`config.mk`:
```
export PLATFORM = sky130hd
export DESIGN_NAME = uart_rx
export DESIGN_NICKNAME = d
export VERILOG_FILES = /design/src/rtl/uart_rx.sv
export SDC_FILE = /design/constraint.sdc
export NUM_CORES = 1
export LEC_CHECK = 0
export CORE_MARGIN = 3
export CORE_UTILIZATION = 50
export DETAILED_ROUTE_END_ITERATION = 8
export PLACE_DENSITY = 0.78
export SKIP_CTS_REPAIR_TIMING = 1
export SLEW_MARGIN = 10
export SYNTH_ARGS = -nofsm -noshare
export SYNTH_HDL_FRONTEND = slang
export SYNTH_SLANG_ARGS = --single-unit
```
`constraint.sdc`:
```
create_clock -name clk -period 1.7 [get_ports clk]
set_input_delay 0.34 -clock clk [delete_from_list [all_inputs] [get_ports clk]]
set_output_delay 0.34 -clock clk [all_outputs]
set_load 0.1 [all_outputs]
```
`src/rtl/uart_rx.sv`:
```
// 8N1 UART receiver. It oversamples the rx pin on the system clock and delivers each
// good byte with a one-cycle write_trig strobe; a frame with a bad stop bit raises frame_err.
module uart_rx #(
  parameter int BIT_CLKS = 104
) (
  input  logic       clk,
  input  logic       reset,
  input  logic       rx,
  output logic [7:0] data,
  output logic       write_trig,
  output logic       frame_err,
  output logic       busy
);

  localparam int              CW      = $clog2(BIT_CLKS);
  localparam logic [CW-1:0]   HALF_M1 = CW'(BIT_CLKS / 2 - 1);
  localparam logic [CW-1:0]   BIT_M1  = CW'(BIT_CLKS - 1);

  typedef enum logic [2:0] {
    S_IDLE,
    S_START,
    S_DATA,
    S_STOP,
    S_BREAK
  } state_t;

  state_t        state, state_nxt;
  logic          rx_meta, rxs;
  logic [CW-1:0] cnt;
  logic [2:0]    bit_idx;
  logic [7:0]    shreg;
  logic          cnt_zero;
  logic          load_half, load_bit, dec, shift, trig_set, err_set;

  assign cnt_zero = (cnt == '0);

  // NOTE: both synchronizer flops reset to the idle level so that reset cannot fake a start bit.
  always_ff @(posedge clk or posedge reset) begin
    if (reset) begin
      rx_meta <= 1'b1;
      rxs     <= 1'b1;
    end else begin
      rx_meta <= rx;
      rxs     <= rx_meta;
    end
  end

  always_ff @(posedge clk or posedge reset) begin
    if (reset) state <= S_IDLE;
    else       state <= state_nxt;
  end

  // NOTE: each combinational process assigns every output first so that no path can infer a latch.
  always_comb begin
    state_nxt = state;
    unique case (state)
      S_IDLE:  if (!rxs) state_nxt = S_START;
      S_START: if (cnt_zero) state_nxt = rxs ? S_IDLE : S_DATA;
      S_DATA:  if (cnt_zero && bit_idx == 3'd7) state_nxt = S_STOP;
      S_STOP:  if (cnt_zero) state_nxt = rxs ? S_IDLE : S_BREAK;
      S_BREAK: if (rxs) state_nxt = S_IDLE;
      default: state_nxt = S_IDLE;
    endcase
  end

  always_comb begin
    load_half = 1'b0;
    load_bit  = 1'b0;
    dec       = 1'b0;
    shift     = 1'b0;
    trig_set  = 1'b0;
    err_set   = 1'b0;
    busy      = (state != S_IDLE);
    unique case (state)
      S_IDLE:  load_half = ~rxs;
      S_START: begin
        if (cnt_zero) load_bit = ~rxs;
        else          dec      = 1'b1;
      end
      S_DATA: begin
        if (cnt_zero) begin
          shift    = 1'b1;
          load_bit = 1'b1;
        end else begin
          dec = 1'b1;
        end
      end
      S_STOP: begin
        if (cnt_zero) begin
          trig_set = rxs;
          err_set  = ~rxs;
        end else begin
          dec = 1'b1;
        end
      end
      default: ;
    endcase
  end

  // Strobes are registered and fall back to zero on every cycle they are not requested.
  always_ff @(posedge clk or posedge reset) begin
    if (reset) begin
      cnt        <= '0;
      bit_idx    <= '0;
      shreg      <= '0;
      data       <= '0;
      write_trig <= 1'b0;
      frame_err  <= 1'b0;
    end else begin
      write_trig <= trig_set;
      frame_err  <= err_set;
      if (load_half)     cnt <= HALF_M1;
      else if (load_bit) cnt <= BIT_M1;
      else if (dec)      cnt <= cnt - 1'b1;
      if (load_half)  bit_idx <= '0;
      else if (shift) bit_idx <= bit_idx + 1'b1;
      if (shift)    shreg <= {rxs, shreg[7:1]};
      if (trig_set) data  <= shreg;
    end
  end

endmodule

```
### Word-level counts from Yosys, hierarchy flattened

Index checks and enable logic that the tools add are counted.

* register bits after elaboration: 33
* output and inout port bits: 11

* equality and inequality tests: 10
* bitwise operators: 1
* add/subtract/negate cells: 2
* multiplexer cells: 23
* reduce and logical (&&, ||, !) cells: 8

Operators by type and width (number)
* two-way mux 3 bit: 8
* two-way mux 7 bit: 3
* one-hot mux 3 bit (5 select lines): 1
* != test 2 bit, second input constant: 5
* two-way mux 1 bit: 9
* zero test 7 bit: 1
* subtractor 7 x 1 -> 7 bit, second input constant: 1
* equality test 3 x 2 -> 1 bit, second input constant: 2
* equality test 3 bit, second input constant: 2
* nonzero test 3 bit: 2
* AND reduction 5 bit: 1
* adder 3 x 1 -> 3 bit, second input constant: 1
* equality test 3 x 1 -> 1 bit, second input constant: 1
* zero test 3 bit: 1
* OR reduction 3 bit: 1
* two-way mux 2 bit: 1
* one-hot mux 1 bit (2 select lines): 1
* nonzero test 2 bit: 1
* logical AND 1 bit: 1
* inverter 1 bit: 1

### Longest topological paths before layout

Gate-level depths: netlist of run 1.

* depth after elaboration: 6
* mapped depth: 8
* depth with buffers taken out: 6

### Least setup slack after synthesis of run 1

OpenSTA, ideal clock, no wires.

* kind: register to output
* from: register state[0]
* to: output busy
* cell stages (with the launch flop): 3
* slack: -0.108 ns
* data required time: 1.360 ns
* data arrival time: 1.468 ns
* cell sequence: dfrtp_1 > clkbuf_1 > or3_1

* longest elaborated chain between the ends: 1

Ends and longest elaborated chain
* from (decl): RTL line 27 `state_t state, state_nxt;`
* from (signal assigned): RTL line 50 `else state <= state_nxt;`
* nonzero test 3 bit: RTL line 73 `busy = (state != S_IDLE);`
* to (decl): RTL line 12 `output logic busy`

No other way between the ends.

### Worst setup path in the final report of run 1

* from: register cnt[0]
* to: register cnt[0]

* longest elaborated chain between the ends: 5
* elaborated cells on any way between the ends: 11
* classes of those cells: 1 x add/sub; 8 x mux; 2 x reduce/logical

Ends and longest elaborated chain
* from (decl): RTL line 29 `logic [CW-1:0] cnt;`
* from (signal assigned): RTL line 114 `else if (dec) cnt <= cnt - 1'b1;`
* parallel branches: the longest is 5 deep, another holds subtractor 7 x 1 -> 7 bit

Several ways; the timed one is not identified. The select of a mux whose other input is x is not followed.
A chain may end at the register's enable or synchronous reset.

==> impl_results.md, run 1 <==
* Status: finished, final reports clean
* Setup ws final at approximately 0.18 ps
* Initial Utilization at roughly 54%
* DR WL/cell at 17.9 um
* Total number of vias at around 1,200
* Worst hold-check path type: input pin to async pin
* Number of synthesized flops with an enable pin at 0
* GR Overflow Total at 0
* Count leader, synth: dfrtp_1
* Reg clk slew, reported paths at 90 ps
* CP required at 1910 ps
* CTS Buf Count at 5
* Total power at ~1.3 mW
* Final Cycle Share at 100%
* Startpoint Class: flip-flop
* Max Slew Vio Count at 0
* Final setup viols at 0
* Core area at 0.00285 mm2
* Chip Width at 61.7 um
* Max-cap viol count at 0
* Largest net degree at the start of global routing at 18
* Max-slew headroom at between 70% and 80%
* Clock root buffer: clkbuf_4
* Clock Skew at approximately 9 ps
* GPL Wtd Cong at 0.851
* RSZ-0062 raised after global routing: yes
* I/O Pins at 14
* Final cell count without fillers at 204
* DRT Pass-1 Iters at 4
* Placed cell count at 186
* Clk buf depth at 2
* Fill cells at around 170
* Most frequent cells after synthesis: dfrtp_1 (31), mux2_2 (16), inv_1 (7)
* Fmax at just under 600 MHz
* Die H at 61.7 um
* Worst IR drop on VDD at 0.486 mV
* Yosys cell types at between 40 and 50
* Remaining antenna violation count after routing at 0
* Overall Global Routing Usage at 20.2%
* Post-Place Cell Area at 0.00193 mm2
* Post-DP HPWL at 2.33 mm
* Vias in the first global route at between 1,000 and 1,500
* Cells after synthesis at 130
* Syn Nets at 136
* Nets at 179
* Layout overhead on the synthesized area at 39.6%
* Antenna Cells at 0
* Sequential fraction of the synthesis area at 53.5%
* Multi-input logic area at 759 um2
* Final wirelength at ~3.7 mm
* Initial antenna violation count at 0
* Worst-Skew Late Latency at roughly 320 ps
* Remaining routing DRC violations at 0
* Final Hold Violating Endpoints at 0
* Post-synth ARST share at 100%
* Dominant cell type by area after synthesis: dfrtp_1
* Die area at roughly 0.0038 mm2
* Synth top area cells: dfrtp_1 (50%), mux2_2 (12%), dfstp_2 (3.4%)
* Setup crit end kind: flip-flop
* Arrival time worst endpoint at 1910 ps
* Syn Std Cell Area at 0.00155 mm2
* Max H-tree Level at 2
* Floorplan row count at 19
* Number of DRC markers in iteration 0 at 106
* Critical path fanouts, max at 8
* Global-route wire length before repair at 5.49 mm
* Pleak at 1.04 nW
* Share of layout cells above drive strength 1 at 47.4%
* Least-Margin Pin Slew at 379 ps
* Ys flop type: dfrtp_1
* CTS tree: built
* Fin Setup TNS at 0 ps
* Storage cell area at 832 um2
* Port buffer count at 13
* Vias per inst at 6.09
* Synthesized area per cell at 11.9 um2
* WS Path Type: flip-flop to flip-flop
* Final min period at 1700 ps
* Ys Warns at 0
* Fin area at 0.00216 mm2
* Placement Setup Slack at -36.1 ps
* Power Density at 579 mW/mm2
* Seq cells post-synth at 33
* Top cell type's share of synthesized area at around half
* CTS Sinks at 33
-- critical path, cell delays in order, from the launching register on --
cell and delay, ps:
dfrtp_1 390, inv_2 70, ha_4 160, nor3b_4 150, buf_6 140, a211oi_4 320, buf_6 150, xnor2_1 110
nand2_1 90
-- sequential cells by signal (all words and copies together) (netlist names) --
name,flops
bit_idx,3
write_trig,1
frame_err,1
rxs,1
state,3
data,8
cnt,7
shreg,8
rx_meta,1
-- final timing paths --
check / from / endpoint / slack [ps] / cells after the start
max: cnt[0] / cnt[0] / 0.2 / 8
min: reset / frame_err / 360 / 3
max reg2reg: cnt[0] / cnt[0] / 0.2 / 8
min reg2reg: rx_meta / rxs / 360 / 0
max in group asynchronous: reset / rx_meta / 1100 / 3
min in group clk: rx_meta / rxs / 360 / 0
-- logic make-up after synthesis --
group	synth area share [%]
AND/OR/NAND/NOR	15.8
AO/OA/AOI/OAI	11.1
multiplexers	12.9
XOR/XNOR	0.566
flip-flops	53.5
adder cells (fa/ha/maj)	2.42
buffers and inverters	3.72
-- metrics by stage --
stage	util [%]	hold WS, ps
finish	75.8	360
CTS	69.7	358
global placement	67.8	346
detailed placement	67.8	347
floorplan	-	344
global route	75.8	366
-- area by class of cell --
cell class	instances	area share [%]
sequential	33	38.5
multi-input combinational	86	35.1
timing repair buffer	40	20.8
clock buffer	7	2.55
tap	31	1.79
inverter	7	1.22
-- power breakdown --
part           internal, mW  total, mW  leakage (nW)  switching [mW]
clock                 0.195      0.430        0.0314           0.235
combinational       0.00851     0.0272         0.574          0.0187
sequential            0.789      0.794         0.436         0.00564
total                 0.992       1.25          1.04           0.259
-- routing by layer --
layer | vias to the layer above | track usage (%) | share of wire, %
met3 | 13 | 6.08 | 5.1
met1 | 634 | 23.1 | 42
met5 | - | 0 | 0
met2 | 42 | 34.7 | 50
li1 | 554 | - | -
met4 | 0 | 9.09 | 2.9
-- cell usage in the layout, fill, tap and decap left out, drive strengths merged, types with 2 or more instances in the layout --
cell / count
nand2b: 2
nor2: 6
inv: 7
dfrtp: 31
a21oi: 6
dfstp: 2
nor3b: 2
clkbuf: 7
o21ai: 5
nand2: 6
a211oi: 3
nand4: 2
clkdlybuf4s50: 2
mux2: 16
nor2b: 2
nor3: 3
nand4b: 2
o21bai: 2
mux2i: 2
nand3: 5
buf: 38
a31oi: 2
ha: 3
No activity file was read; power rests on OpenSTA's default activity.
==> inputs of run 2 (changes only) <==
Settings changed: CELL_PAD_IN_SITES_DETAIL_PLACEMENT set to 1, CELL_PAD_IN_SITES_GLOBAL_PLACEMENT set to 1, CORE_UTILIZATION 50 to 41.
==> impl_results.md, run 2 (synthesis gave the netlist of run 1 again) <==
* Reg-to-reg endpoint: data[7]
* Initial antenna violation count at 0
* Global-route wire length before repair at 6.25 mm
* CTS Sinks at 33
* Crit path from: cnt[0]
* Port buffer count at 13
* CTS tree: built
* Part of the power in registers at 54.4%
* Clock network power share at 43.5%
* Floorplan row count at 21
* CTS Buf Count at 5
* Arrival time worst endpoint at 1960 ps
* Fmax at between 500 and 600 MHz
* Vias per inst at 5.49
* Total number of vias at 1,192
* Worst Reg2Reg Path Length in Cells at 6
* Clock Skew at approximately 5.4 ps
* I/O Pins at 14
* Placement Setup Slack at -70.1 ps
* Final Hold Violating Endpoints at 0
* Worst hold-check path type: input pin to async pin
* Max-cap viol count at 0
* Internal at 1.13 mW
* Worst setup path endpoint: data[7]
* Reg clk slew, reported paths at around 70 ps
* Biggest regs: data (8), shreg (8), cnt (7)
* Most common cell after layout, fill and taps aside: dfrtp_1
* Post-DP HPWL at between 2 and 2.5 mm
* Antenna Cells at 0
* Layout overhead on the synthesized area at 42.6%
* Remaining antenna violation count after routing at 0
* Switching share of power at a little under a quarter
* Startpoint Class: flip-flop
* Status: finished, violations left
* Max-slew headroom at between 60% and 70%
* DRT Pass-1 Iters at 4
* Final setup viols at 17
* DR WL/cell at 20.1 um
* Max H-tree Level at 2
* CP required at 1870 ps
* Number of DRC markers in iteration 0 at 74
* Core area at between 0.003 and 0.004 mm2
* Overall Global Routing Usage at 19.0%
* Initial Utilization at approximately 44%
* Pleak at 1.08 nW
* Remaining routing DRC violations at 0
* Final Cycle Share at 105%
* Total power at 1.46 mW
* Combinational share of power at under 10%
* Worst-Skew Late Latency at around 290 ps
* Setup ws final at -88.2 ps
* Reg-to-Reg Start: cnt[0]
* Chip Width at 67.5 um
* Switching pwr at 333 uW
* RSZ-0062 raised after global routing: yes
* Clock root buffer: clkbuf_8
* Failing checks: negative setup slack
* Most frequent cells in the layout: dfrtp_1 (28), buf_4 (21), mux2_2 (15), buf_12 (13), inv_1 (7)
* Die H at between 60 and 70 um
* Final min period at 1790 ps
* Critical path fanouts, max at 4
* Nets at 176
* Share of layout cells above drive strength 1 at between 40 and 50%
* Power Density at 661 mW/mm2
* Die area at 0.00455 mm2
* GR Overflow Total at 0
* GPL Wtd Cong at 0.877
* Clk buf depth at 2
* Setup crit end kind: flip-flop
* Final wirelength at 4.37 mm
* WS Path Type: flip-flop to flip-flop
* Largest net degree at the start of global routing at 25
* Vias in the first global route at 1,282
* Fill cells at 348
* FF-to-FF setup slack at -90 ps
* Least-Margin Pin Slew at 469 ps
* Max Slew Vio Count at 0
* Worst IR drop on VDD at 0.600 mV
run 2: metrics by stage:
step,setup TNS (ps),std cells,area (um2),hold slack (ps),utilization [%]
global route,-2700,217,2210,366,63.2
finish,-611,217,2210,361,63.2
detailed placement,-919,200,1960,348,56.0
CTS,-1520,208,2050,365,58.8
floorplan,-24.2,130,1560,344,-
global placement,0,200,1960,347,56.0
run 2: worst max-delay path, cell delays in order (launching register included):
cell and delay, ps:
dfrtp_1 390, inv_1 60, ha_2 170, nor3b_4 290
and2_4 260, nand4_2 180, mux2_2 320
run 2: worst min path at each step:
stage	from	to	slack, ps	depth (start not counted)
final	reset	cnt[4]	360	2
after floorplan	rx	rx_meta	340	0
after global placement	rx_meta	rxs	350	0
after CTS	reset	cnt[5]	370	2
after global routing	rx_meta	rxs	370	0
after detailed placement	rx_meta	rxs	350	0
run 2: cell type report:
cell class	count	area (um2)	share of cell area, %
inverters	7	26.3	1.19
clock inverters	2	13.8	0.623
multi-input cells	86	748	33.9
flip-flops and latches	33	832	37.7
clock buffers	6	82.6	3.74
well taps	46	57.6	2.60
repair buffers	37	449	20.3
run 2: per-layer routing:
metal | vias to the layer above | share of wire [%] | track usage (%)
li1 | 551 | - | -
met1 | 607 | 44 | 22.5
met2 | 24 | 51 | 32.6
met3 | 10 | 2.9 | 5.16
met4 | 0 | 2.5 | 7.09
met5 | - | 0 | 0
run 2: power groups by stage:
stage	clock (mW)	sequential, mW	combinational [mW]
2_1_floorplan	0	0.804	0.0175
3_5_place_dp	0	0.808	0.0302
6_report	0.636	0.795	0.0301
3_3_place_gp	0	0.808	0.0290
5_1_grt	0.691	0.795	0.0336
4_1_cts	0.641	0.794	0.0301
==> inputs of run 3 (changes only) <==
Settings changed: CORE_UTILIZATION 41 to 35, PLACE_DENSITY 0.78 to 0.69.
==> impl_results.md, run 3 (synthesis gave the netlist of run 1 again) <==
* Status: finished, violations left
* Failing checks: negative setup slack
* Port buffer count at 13
* Nets at 177
* GR Overflow Total at 0
* Setup crit end kind: flip-flop
* Remaining antenna violation count after routing at 0
* RSZ-0062 raised after global routing: yes
* DR WL/cell at 18.3 um
* Reg clk slew, reported paths at approximately 70 ps
* Vias per inst at 5.35
* Final Cycle Share at 104%
* Overall Global Routing Usage at 15.7%
* Startpoint Class: flip-flop
* CTS tree: built
* Final cell count without fillers at ~220
* Total number of vias at 1,188
* Max Slew Vio Count at 0
* Post-Place Cell Area at approximately 0.0019 mm2
* DRT Pass-1 Iters at 4
* WS Path Type: flip-flop to flip-flop
* Post-DP HPWL at 2.50 mm
* Worst IR drop on VDD at 0.391 mV
* Max-slew headroom at between 60% and 70%
* CP required at about 1900 ps
* Arrival time worst endpoint at between 1500 and 2000 ps
* Least-Margin Pin Slew at approximately 510 ps
* Clk buf depth at 2
* Max H-tree Level at 2
* Fill cells at 430
* Pleak at around 1.1 nW
* Clock root buffer: clkbuf_8
* I/O Pins at 14
* Die H at 72.5 um
* Vias in the first global route at 1,276
* Antenna Cells at 0
* Clock Skew at 4.74 ps
* Chip Width at 72.5 um
* Die area at 0.00526 mm2
* Storage cell area at between 800 and 900 um2
* CTS Buf Count at 5
* CTS Sinks at 33
* Fin area at 0.00225 mm2
* Critical path fanouts, max at 6
* Remaining routing DRC violations at 0
* Most frequent cells in the layout: dfrtp_1 (29), buf_4 (21), mux2_2 (16), buf_12 (12)
* Core area at 0.00414 mm2
* Final wirelength at 4.06 mm
* Largest net degree at the start of global routing at 34
* Floorplan row count at 23
* Final Util at a little over half
* Fmax at roughly 570 MHz
* Final Hold Violating Endpoints at 0
* Final min period at 1770 ps
* GPL Wtd Cong at 0.828
* Placed cell count at 201
* Biggest regs: data (8), shreg (8), cnt (7)
* Fin Setup TNS at -93.2 ps
* Power Density at 709 mW/mm2
* Worst-Skew Late Latency at 290 ps
* Max-cap viol count at 0
* Multi-input logic area at 769 um2
* Hold Slack at 356 ps
* Initial Utilization at 37.4%
* Number of DRC markers in iteration 0 at between 40 and 50
* Setup ws final at -66.7 ps
* Layout overhead on the synthesized area at 45.6%
* Most common cell after layout, fill and taps aside: dfrtp_1
* Global-route wire length before repair at 6.30 mm
* Final setup viols at 6
* Share of layout cells above drive strength 1 at between 40 and 50%
* Initial antenna violation count at 0
* Worst hold-check path type: flip-flop to flip-flop
-- run 3: final timing paths --
path / start / to / slack, ps / depth (start not counted)
worst min register to register: rx_meta / rxs / 360 / 0
min in group asynchronous: reset / cnt[0] / 390 / 3
worst min-delay path: rx_meta / rxs / 360 / 0
worst max register to register: cnt[0] / cnt[5] / -70 / 9
worst max-delay path: cnt[0] / cnt[5] / -70 / 9
max in group asynchronous: reset / rx_meta / 1060 / 3
-- run 3: worst max-delay path, cell delays in order, from the launching register on --
cell	delay (ps)
dfrtp_1	390
inv_1	100
ha_4	140
nor3b_4	260
buf_6	180
a211oi_2	70
buf_4	160
buf_6	130
a31oi_4	160
o21ai_1	70
-- run 3: power breakdown --
group | total [mW] | switching [mW] | internal [mW] | leakage (nW)
Sequential | 0.795 | 0.00562 | 0.789 | 0.437
Clock | 0.774 | 0.297 | 0.476 | 0.0574
Combinational | 0.0296 | 0.0194 | 0.0102 | 0.575
Total | 1.60 | 0.322 | 1.28 | 1.07
-- run 3: layout make-up --
cell class / instances / area share [%]
Sequential cell: 33 / 36.8
Multi-Input combinational cell: 86 / 34.1
Inverter: 7 / 1.17
Tap cell: 50 / 2.77
Clock buffer: 6 / 3.66
Timing Repair Buffer: 38 / 19.8
Clock inverter: 2 / 1.66
-- run 3: metal layers --
metal  track usage (%)  share of wire, %  vias up
met4              7.99               3.5        0
li1                  -                 -      554
met5                 0                 0        -
met2              25.8                49       25
met3              3.74               4.3       16
met1              19.1                43      593
-- run 3: stage by stage --
| stage | setup slack (ps) | power, mW |
|---|---|---|
| after global placement | 15.9 | 0.838 |
| after global routing | -135 | 1.66 |
| final | -66.7 | 1.60 |
| after detailed placement | -92.9 | 0.839 |
| after CTS | -147 | 1.62 |
| after floorplan | -24.2 | 0.822 |
